--- src/rtl/car_sensor_if.sv ---
// Bundles the loop-sensor input, the operator clear and the conditioned request outputs
// exchanged between the sensor conditioner and its neighbours.
interface car_sensor_if #(
  parameter int CNT_W = 8
);
  logic             sensor_raw;
  logic             fault_clr;
  logic             car;
  logic             car_rise;
  logic             fault;
  logic [CNT_W-1:0] car_count;

  modport master (
    output sensor_raw,
    output fault_clr,
    input  car,
    input  car_rise,
    input  fault,
    input  car_count
  );

  modport slave (
    input  sensor_raw,
    input  fault_clr,
    output car,
    output car_rise,
    output fault,
    output car_count
  );
endinterface

--- src/rtl/car_sensor_conditioner.sv ---
// Synchronises and debounces the side-road loop sensor into a clean 'car' request,
// latches a stuck-high fault and counts completed vehicle passages.
module car_sensor_conditioner #(
  parameter int DEB_ON    = 4,
  parameter int DEB_OFF   = 4,
  parameter int STUCK_MAX = 1000,
  parameter int CNT_W     = 8
) (
  input  logic          clk,
  input  logic          rst_n,
  car_sensor_if.slave   bus
);

  localparam int DEB_MAX = (DEB_ON > DEB_OFF) ? DEB_ON : DEB_OFF;
  localparam int DEB_W   = $clog2(DEB_MAX + 1);
  localparam int STK_W   = $clog2(STUCK_MAX + 1);

  localparam logic [DEB_W-1:0] DEB_ON_LAST  = DEB_W'(DEB_ON - 1);
  localparam logic [DEB_W-1:0] DEB_OFF_LAST = DEB_W'(DEB_OFF - 1);
  localparam logic [STK_W-1:0] STK_LAST     = STK_W'(STUCK_MAX - 1);

  typedef enum logic [2:0] {
    IDLE,
    QUAL,
    PRESENT,
    REL,
    FAULT
  } state_t;

  logic             sync1_reg;
  logic             sync2_reg;
  state_t           state_reg,  state_next;
  logic [DEB_W-1:0] deb_reg,    deb_next;
  logic [STK_W-1:0] stk_reg,    stk_next;
  logic [CNT_W-1:0] count_reg,  count_next;
  logic             car_reg,    car_next;
  logic             rise_reg,   rise_next;
  logic             fault_reg,  fault_next;
  logic             s;

  assign s = sync2_reg;

  always_ff @(posedge clk or negedge rst_n) begin
    if (!rst_n) begin
      sync1_reg <= 1'b0;
      sync2_reg <= 1'b0;
      state_reg <= IDLE;
      deb_reg   <= '0;
      stk_reg   <= '0;
      count_reg <= '0;
      car_reg   <= 1'b0;
      rise_reg  <= 1'b0;
      fault_reg <= 1'b0;
    end else begin
      sync1_reg <= bus.sensor_raw;
      sync2_reg <= sync1_reg;
      state_reg <= state_next;
      deb_reg   <= deb_next;
      stk_reg   <= stk_next;
      count_reg <= count_next;
      car_reg   <= car_next;
      rise_reg  <= rise_next;
      fault_reg <= fault_next;
    end
  end

  always_comb begin
    state_next = state_reg;
    deb_next   = deb_reg;
    stk_next   = stk_reg;
    count_next = count_reg;
    rise_next  = 1'b0;

    case (state_reg)
      IDLE: begin
        if (s) begin
          if (DEB_ON == 1) begin
            state_next = PRESENT;
            deb_next   = '0;
            stk_next   = '0;
            rise_next  = 1'b1;
          end else begin
            state_next = QUAL;
            deb_next   = DEB_W'(1);
          end
        end
      end

      QUAL: begin
        if (!s) begin
          state_next = IDLE;
          deb_next   = '0;
        end else if (deb_reg == DEB_ON_LAST) begin
          state_next = PRESENT;
          deb_next   = '0;
          stk_next   = '0;
          rise_next  = 1'b1;
        end else begin
          deb_next = deb_reg + DEB_W'(1);
        end
      end

      // A completed release always beats the stuck threshold landing on the same cycle.
      PRESENT: begin
        if (!s && (DEB_OFF == 1)) begin
          state_next = IDLE;
          deb_next   = '0;
          count_next = count_reg + CNT_W'(1);
        end else if (stk_reg == STK_LAST) begin
          state_next = FAULT;
        end else if (!s) begin
          state_next = REL;
          deb_next   = DEB_W'(1);
          stk_next   = stk_reg + STK_W'(1);
        end else begin
          stk_next = stk_reg + STK_W'(1);
        end
      end

      REL: begin
        if (!s && (deb_reg == DEB_OFF_LAST)) begin
          state_next = IDLE;
          deb_next   = '0;
          count_next = count_reg + CNT_W'(1);
        end else if (stk_reg == STK_LAST) begin
          state_next = FAULT;
        end else if (s) begin
          state_next = PRESENT;
          deb_next   = '0;
          stk_next   = stk_reg + STK_W'(1);
        end else begin
          deb_next = deb_reg + DEB_W'(1);
          stk_next = stk_reg + STK_W'(1);
        end
      end

      // Fail-safe: keep requesting service until the sensor reads low and the operator clears.
      FAULT: begin
        if (bus.fault_clr && !s) begin
          state_next = IDLE;
          deb_next   = '0;
          stk_next   = '0;
        end
      end

      default: begin
        state_next = IDLE;
        deb_next   = '0;
        stk_next   = '0;
      end
    endcase

    car_next   = (state_next == PRESENT) || (state_next == REL) || (state_next == FAULT);
    fault_next = (state_next == FAULT);
  end

  assign bus.car       = car_reg;
  assign bus.car_rise  = rise_reg;
  assign bus.fault     = fault_reg;
  assign bus.car_count = count_reg;

endmodule
--- src/flat_wrapper.sv ---
// flat-port wrapper written by rule: the top's interface ports become plain ports
module car_sensor_conditioner_flat 
#(
  parameter int DEB_ON    = 4,
  parameter int DEB_OFF   = 4,
  parameter int STUCK_MAX = 1000,
  parameter int CNT_W     = 8
)
  (clk, rst_n, bus_sensor_raw, bus_fault_clr, bus_car, bus_car_rise, bus_fault, bus_car_count);
  car_sensor_if #(.CNT_W(CNT_W)) bus_i ();
  input  logic clk;
  input  logic rst_n;
  input wire logic [$bits(bus_i.sensor_raw)-1:0] bus_sensor_raw;
  input wire logic [$bits(bus_i.fault_clr)-1:0] bus_fault_clr;
  output wire logic [$bits(bus_i.car)-1:0] bus_car;
  output wire logic [$bits(bus_i.car_rise)-1:0] bus_car_rise;
  output wire logic [$bits(bus_i.fault)-1:0] bus_fault;
  output wire logic [$bits(bus_i.car_count)-1:0] bus_car_count;
  assign bus_i.sensor_raw = bus_sensor_raw;
  assign bus_i.fault_clr = bus_fault_clr;
  assign bus_car = bus_i.car;
  assign bus_car_rise = bus_i.car_rise;
  assign bus_fault = bus_i.fault;
  assign bus_car_count = bus_i.car_count;
  car_sensor_conditioner #(.DEB_ON(DEB_ON), .DEB_OFF(DEB_OFF), .STUCK_MAX(STUCK_MAX), .CNT_W(CNT_W)) u_core (.clk(clk), .rst_n(rst_n), .bus(bus_i));
endmodule
--- config.mk ---
export PLATFORM = sky130hd
export DESIGN_NAME = car_sensor_conditioner_flat
export DESIGN_NICKNAME = d
export VERILOG_FILES = /design/src/rtl/car_sensor_if.sv /design/src/rtl/car_sensor_conditioner.sv /design/src/flat_wrapper.sv
export SDC_FILE = /design/constraint.sdc
export NUM_CORES = 1
export LEC_CHECK = 0
export BUFFER_PORTS_ARGS = -buffer_cell sky130_fd_sc_hd__buf_4
export CAP_MARGIN = 20
export CORE_MARGIN = 5
export CORE_UTILIZATION = 52
export DETAILED_ROUTE_END_ITERATION = 6
export PLACE_DENSITY = 0.85
export SLEW_MARGIN = 40
export SYNTH_ARGS = -nofsm -noshare
export SYNTH_HDL_FRONTEND = slang
export SYNTH_SLANG_ARGS = --single-unit
--- constraint.sdc ---
create_clock -name clk -period 1.9 [get_ports clk]
set_input_delay 0.19 -clock clk [delete_from_list [all_inputs] [get_ports clk]]
set_output_delay 0.19 -clock clk [all_outputs]
set_load 0.03 [all_outputs]
==> results.md, run 1 <==
* Hold crit path type: primary input to asynchronous set/reset pin
* Die Span Y at 64.5 microns
* Buffers on Ports at 14
* Most common cell after layout, fill and taps aside: dfrtp_1
* Clk Latency, worst-skew pair at 320 ps
* DR DRC count at 0
* Share of cells above drive strength 1 at 0.240
* Distinct cells, synth at between 40 and 50
* Synth area leaders: dfrtp_1 (47%), ha_1 (4.0%), nand2_1 (3.6%), nand3_1 (3.6%), xnor2_1 (3.4%)
* Max-Slew Margin vs Limit at 0.664
* Vias in the first global route at roughly 1200
* R2R cell count at 4
* Final worst path period need at 1820 ps
* Post-CTS setup buffers at 0
* Total global routing overflow at 0
* CP max stage cell: or3_1
* R2r endpoint: u_core.deb_reg[2]$_DFFE_PN0P_
* Yosys top cell area share at 0.470
* Initial core utilization at 0.551
* WL per Instance at 15.2 microns
* Crit share post-route at 0.960
* CP max FO at 8
* Max-slew violations at 0
* DIE AREA at between 4000 and 5000 sq um
* Final instance area at approximately 1800 sq um
* Max cap viols at 0
* Synth warnings at 0
* # setup viols final at 0
* Post-route ant nets at 0
* Worst-path cell chain: or3b_4 -> or3_1 -> o21ai_4 -> o22a_1
* Antenna Cells at 0
* Row Count at 19
* Power Total at 2.21 mW
* Dpl cell area at 1700 sq um
* Cell taking the most area after synthesis: dfrtp_1
* Initial DRC Count at 65
* Syn avg cell area at 10.0 sq um
* Worst r2r src: u_core.stk_reg[3]$_DFFE_PN0P_
* Largest register FFs at 10
* Final layout net count at about 190
* Clk sinks at 29
* Startpoint Class: flip-flop
* CTS HTree Levels at 2
* Register bit total from synthesis at 29
* # IOs at 15
* Initial antenna violation count at 0
* Worst setup EP type: flip-flop
* Tot GR Track Use at 0.173
* Post-DP HPWL at 2.27 mm
* Hold Vio Cnt, Final at 0
* VDD IR-drop max at 591 uV
* Num CTS Buffers at 5
* Worst Tran Pin Value at 498 ps
* Type of the worst setup path: flip-flop to flip-flop
* Async set-or-reset flop fraction in the synthesized netlist at 1.00
* RSZ-0062 raised after global routing: yes
* Post-synthesis net count at roughly 160
* Via count at 1235
* Critical path arrival at 2090 ps
* Fmax at 548 MHz
* Clock Skew at 4.20 ps
* Drt pass-1 iters at 4
* First-pass GRT wire length at 5.51 mm
* Largest net degree at the start of global routing at 30
* Flop-to-flop setup slack at 80 ps
* Status: completed
* Pwr/cell area at 1230 nW/um^2
* Worst stage delay on the critical path at 490 ps
* CTS tree: done
* EDFF count, synth at 0
* Cell Area, Synth at 1550 sq um
* CTS clk-pin slew, worst paths at 90 ps
* Root Driver: clkbuf_4
* Non-Filler Instances at 210
* Sequential element share of the synthesized area at 0.470
* Leakage at slightly above 0.8 nW
* Layout overhead on the synthesized area at 16.0%
* Die W at 64.5 microns
* Routability congestion estimate at 0.866
* CTS Buffer Depth at 2
* DR vias/cell at 5.88
* DRT Wirelength at 3.20 mm
* Most frequent cells in the layout: dfrtp_1 (29), buf_4 (23), nand2_1 (14)
* Data required, critical path at 2160 ps
* Primary FF master, synth: dfrtp_1
* Syn Inst Count at 154
* Core area at 2810 sq um
* Placed Cells incl. Taps at 200
-- cell families (layout without fill, tap and decap cells) --
kind of cell / count (synthesis) / in the layout / share of synthesized area
xor gates and xnor gates: 8 / 8 / 0.0453
adders and majority gates: 5 / 5 / 0.0405
muxes: 3 / 3 / 0.0202
buffers and inverters: 14 / 39 / 0.0534
DFF: 29 / 29 / 0.470
AOI/OAI and AO/OA: 35 / 35 / 0.161
and+or+nand+nor: 60 / 60 / 0.210
-- report_power, final --
| part | switching (mW) | internal, mW | total (mW) |
|---|---|---|---|
| registers | 0.190 | 0.777 | 0.967 |
| clock network | 0.201 | 0.147 | 0.348 |
| logic | 0.485 | 0.410 | 0.895 |
-- final cells by class --
class                   count  area (sq um)
clock buffers               8          48.8
fillers                   248          1010
inverters                   6          22.5
multi-input cells         111           764
flip-flops and latches     29           726
well taps                  31          38.8
repair buffers             25           193
-- worst max path at each step --
stage / start / endpoint / slack [ps] / cells past startpoint
2_1_floorplan: u_core.deb_reg[0]$_DFFE_PN0P_ / u_core.deb_reg[0]$_DFFE_PN0P_ / 70 / 6
3_3_place_gp: u_core.deb_reg[0]$_DFFE_PN0P_ / u_core.deb_reg[0]$_DFFE_PN0P_ / 70 / 6
3_5_place_dp: u_core.deb_reg[0]$_DFFE_PN0P_ / u_core.deb_reg[0]$_DFFE_PN0P_ / -20 / 6
4_1_cts: u_core.deb_reg[0]$_DFFE_PN0P_ / u_core.deb_reg[0]$_DFFE_PN0P_ / 40 / 6
5_1_grt: u_core.deb_reg[0]$_DFFE_PN0P_ / u_core.stk_reg[3]$_DFFE_PN0P_ / -5 / 7
6_report: u_core.stk_reg[3]$_DFFE_PN0P_ / u_core.deb_reg[2]$_DFFE_PN0P_ / 80 / 4
-- what timing repair did --
item                       CTS  global route
setup endpoints to repair    1             8
pin swaps                    0             1
hold endpoints to repair    30             0
gates resized for setup      1             5
hold buffers                 2             0
-- cell usage after synthesis, types with 2 or more instances --
cell / count
nand2b_1: 3
nand4_1: 3
nand3b_1: 2
buf_2: 3
buf_6: 3
o21ai_0: 7
inv_1: 6
a31oi_1: 8
nor2_1: 6
nor3_1: 4
xnor2_1: 6
a21oi_1: 6
dfrtp_1: 29
nor4_1: 2
and3_1: 3
or3_1: 2
mux2i_1: 2
ha_1: 5
nor2b_1: 3
xor2_1: 2
nand3_1: 11
nand2_1: 15
-- through the flow --
step	hold WS, ps	utilization	setup slack (ps)	TNS (ps)
2_1_floorplan	-106	-	75.0	0
3_3_place_gp	126	0.605	71.3	0
3_5_place_dp	131	0.605	-24.5	-24.5
4_1_cts	309	0.632	36.9	0
5_1_grt	316	0.639	-5.02	-7.43
6_report	313	0.639	75.3	0
-- critical path, delay by kind of cell (launching register included) --
kind,cells,cell delay (ps)
AO/OA/AOI/OAI,2,380
AND/OR/NAND/NOR,2,940
flip-flops,1,440
-- layer usage --
metal,vias up,global-route usage,share of wire
met5,-,0,0
met4,0,0.0712,0.017
met3,6,0.0587,0.070
met2,33,0.287,0.48
met1,595,0.206,0.44
li1,601,-,-
Note: power is estimated with default switching activity, not from simulation.
==> run 2, diff against run 1 <==
Settings changed: CORE_ASPECT_RATIO from default to 1.25.
==> run 2 against run 1 <==
Compared with the run above: clock power is essentially flat; via count grew 3.4%; count of clock-buffer cells in the layout is the same; critical path type unchanged; global-route usage grew 0.89 points; maximum frequency shrank 2.5%; non-clock buffer count is the same; first-iteration DRC count shrank 45%; combinational power shrank 3.0%; clock skew grew 0.90 ps; power shrank 0.28%.
==> results.md, run 2 (same netlist as run 1, synthesis figures left out) <==
* Pwr/cell area at 1230 nW/um^2 (about the same)
* Initial DRC Count at 36 (was 65)
* Clock Skew at 5.10 ps (was 4.20 ps)
* CP max FO at 5 (was 8)
* Placed Cells incl. Taps at 205 (was 200)
* Final instance area at 1800 sq um (was 1790 sq um)
* Internal at 1.32 mW (was 1.33 mW)
* Num CTS Buffers at 5 (unchanged)
* Data required, critical path at 2150 ps (was 2160 ps)
* Status: completed (unchanged)
* Worst setup EP type: flip-flop (unchanged)
* # setup viols final at 0 (unchanged)
* VDD IR-drop max at 683 uV (was 591 uV)
* Type of the worst setup path: flip-flop to flip-flop (unchanged)
* DR vias/cell at 5.94 (was 5.88)
* Die Span Y at 70.9 microns (was 64.5 microns)
* Layout overhead on the synthesized area at 16.4% (was 16.0%)
* # IOs at 15 (unchanged)
* DIE AREA at 4170 sq um (was 4160 sq um)
* Sequential share of power at 0.449 (was 0.437)
* Final layout net count at 187 (unchanged)
* Non-Filler Instances at 215 (was 210)
* DR DRC count at 0 (unchanged)
* Max cap viols at 0 (unchanged)
* Largest register FFs at 10 (unchanged)
* Drt pass-1 iters at 4 (unchanged)
* CTS clk-pin slew, worst paths at 90 ps (about the same)
* Leakage at 0.827 nW (was 0.826 nW)
* Clk sinks at 29 (unchanged)
* FILL cells at 239 (was 248)
* Most common cell after layout, fill and taps aside: dfrtp_1 (unchanged)
* Switching fraction of total power at 0.402 (was 0.396)
* Final worst path period need at 1870 ps (was 1820 ps)
* Post-DP HPWL at 2.40 mm (was 2.27 mm)
* Total global routing overflow at 0 (unchanged)
* Core area at 2890 sq um (was 2810 sq um)
* Post-route ant nets at 0 (unchanged)
* Hold Vio Cnt, Final at 0 (unchanged)
* Initial core utilization at 0.535 (was 0.551)
* Worst Tran Pin Value at 389 ps (was 498 ps)
* Clock network power share at 0.157 (about the same)
* Post-CTS setup buffers at 0 (unchanged)
* Share of cells above drive strength 1 at 0.229 (was 0.240)
* Crit path launch: u_core.deb_reg[0]$_DFFE_PN0P_ (was u_core.stk_reg[3]$_DFFE_PN0P_)
* Most frequent cells in the layout: dfrtp_1 (29), buf_4 (23), nand2_1 (15) (was dfrtp_1 (29), buf_4 (23), nand2_1 (14))
* WL per Instance at 15.8 microns (was 15.2 microns)
* Clk Latency, worst-skew pair at 330 ps (was 320 ps)
* Tot GR Track Use at 0.182 (was 0.173)
* Initial antenna violation count at 0 (unchanged)
* Dpl cell area at 1700 sq um (about the same)
* CTS HTree Levels at 2 (unchanged)
* Max-Slew Margin vs Limit at 0.741 (was 0.664)
* Routability congestion estimate at 0.887 (was 0.866)
* Critical path arrival at 2120 ps (was 2090 ps)
* First-pass GRT wire length at 5.75 mm (was 5.51 mm)
* Via count at 1277 (was 1235)
* Max-slew violations at 0 (unchanged)
* Logic pwr share at 0.394 (was 0.405)
* RSZ-0062 raised after global routing: yes (unchanged)
* Worst r2r src: u_core.deb_reg[0]$_DFFE_PN0P_ (was u_core.stk_reg[3]$_DFFE_PN0P_)
* Hold crit path type: primary input to asynchronous set/reset pin (unchanged)
* Root Driver: clkbuf_4 (unchanged)
* Fmax at 534 MHz (was 548 MHz)
* Net Sw Power at 885 uW (was 876 uW)
* Die W at 58.8 microns (was 64.5 microns)
* Row Count at 22 (was 19)
* CTS tree: done (unchanged)
* DRT Wirelength at 3.39 mm (was 3.20 mm)
* Buffers on Ports at 14 (unchanged)
* Crit share post-route at 0.985 (was 0.960)
* CTS Buffer Depth at 2 (unchanged)
* Antenna Cells at 0 (unchanged)
* Vias in the first global route at 1270 (was 1246)
* Startpoint Class: flip-flop (unchanged)
* Largest net degree at the start of global routing at 30 (unchanged)
-- run 2: worst max-delay path, stage by stage, from the launching register on --
cell and delay (ps):
dfrtp_1 400, ha_1 220, ha_1 200, buf_4 150, nand3b_1 160, nand2_1 180
o31a_1 330, a31oi_1 140
-- run 2: per-stage QoR --
step | worst slack (ps) | utilization | TNS [ps] | power, mW | hold WS [ps]
global route | -45.2 | 0.622 | -78.2 | 2.36 | 342
floorplan | 75.0 | - | 0 | 1.59 | -106
finish | 27.7 | 0.622 | 0 | 2.20 | 313
CTS | 3.92 | 0.615 | 0 | 2.19 | 306
global placement | 71.4 | 0.589 | 0 | 1.78 | 124
detailed placement | -38.1 | 0.589 | -38.1 | 1.83 | 132
-- run 2: final timing paths --
kind                                                  to  slack (ps)  depth (start not counted)
setup / recovery           u_core.stk_reg[8]$_DFFE_PN0P_          30                          7
hold / removal             u_core.deb_reg[1]$_DFFE_PN0P_         310                          2
setup reg to reg           u_core.stk_reg[8]$_DFFE_PN0P_          30                          7
hold reg to reg                       u_core.s$_DFF_PN0_         360                          0
max in group asynchronous  u_core.stk_reg[0]$_DFFE_PN0P_        1320                          2
min in group clk                      u_core.s$_DFF_PN0_         360                          0
-- run 2: timing repair --
item | CTS | global route
gates resized for setup | 1 | 3
pin swaps | 0 | 1
endpoints found under the hold margin | 30 | 0
endpoints found under the setup margin | 1 | 7
hold buffers | 2 | 0
-- run 2: layer usage --
layer,vias to the layer above,track usage,wire length (microns)
met3,8,0.0529,218
met5,-,0,0
met4,0,0.0932,50
li1,602,-,-
met2,54,0.296,1770
met1,613,0.213,1360
-- run 2: power by group through the flow --
stage                     logic [mW]  clock network [mW]  registers [mW]
after floorplan                0.653                   0           0.940
after global placement         0.797                   0           0.978
after detailed placement       0.836                   0           0.996
after CTS                      0.845               0.364           0.986
after global routing           0.949               0.393            1.02
final                          0.868               0.347           0.989
-- run 2: cell type report --
type | instances | area, sq um | area share
inverters | 6 | 22.5 | 0.0125
clock buffers | 8 | 48.8 | 0.0271
multi-input cells | 111 | 763 | 0.424
flip-flops and latches | 29 | 726 | 0.404
repair buffers | 25 | 193 | 0.107
well taps | 36 | 45.0 | 0.0251
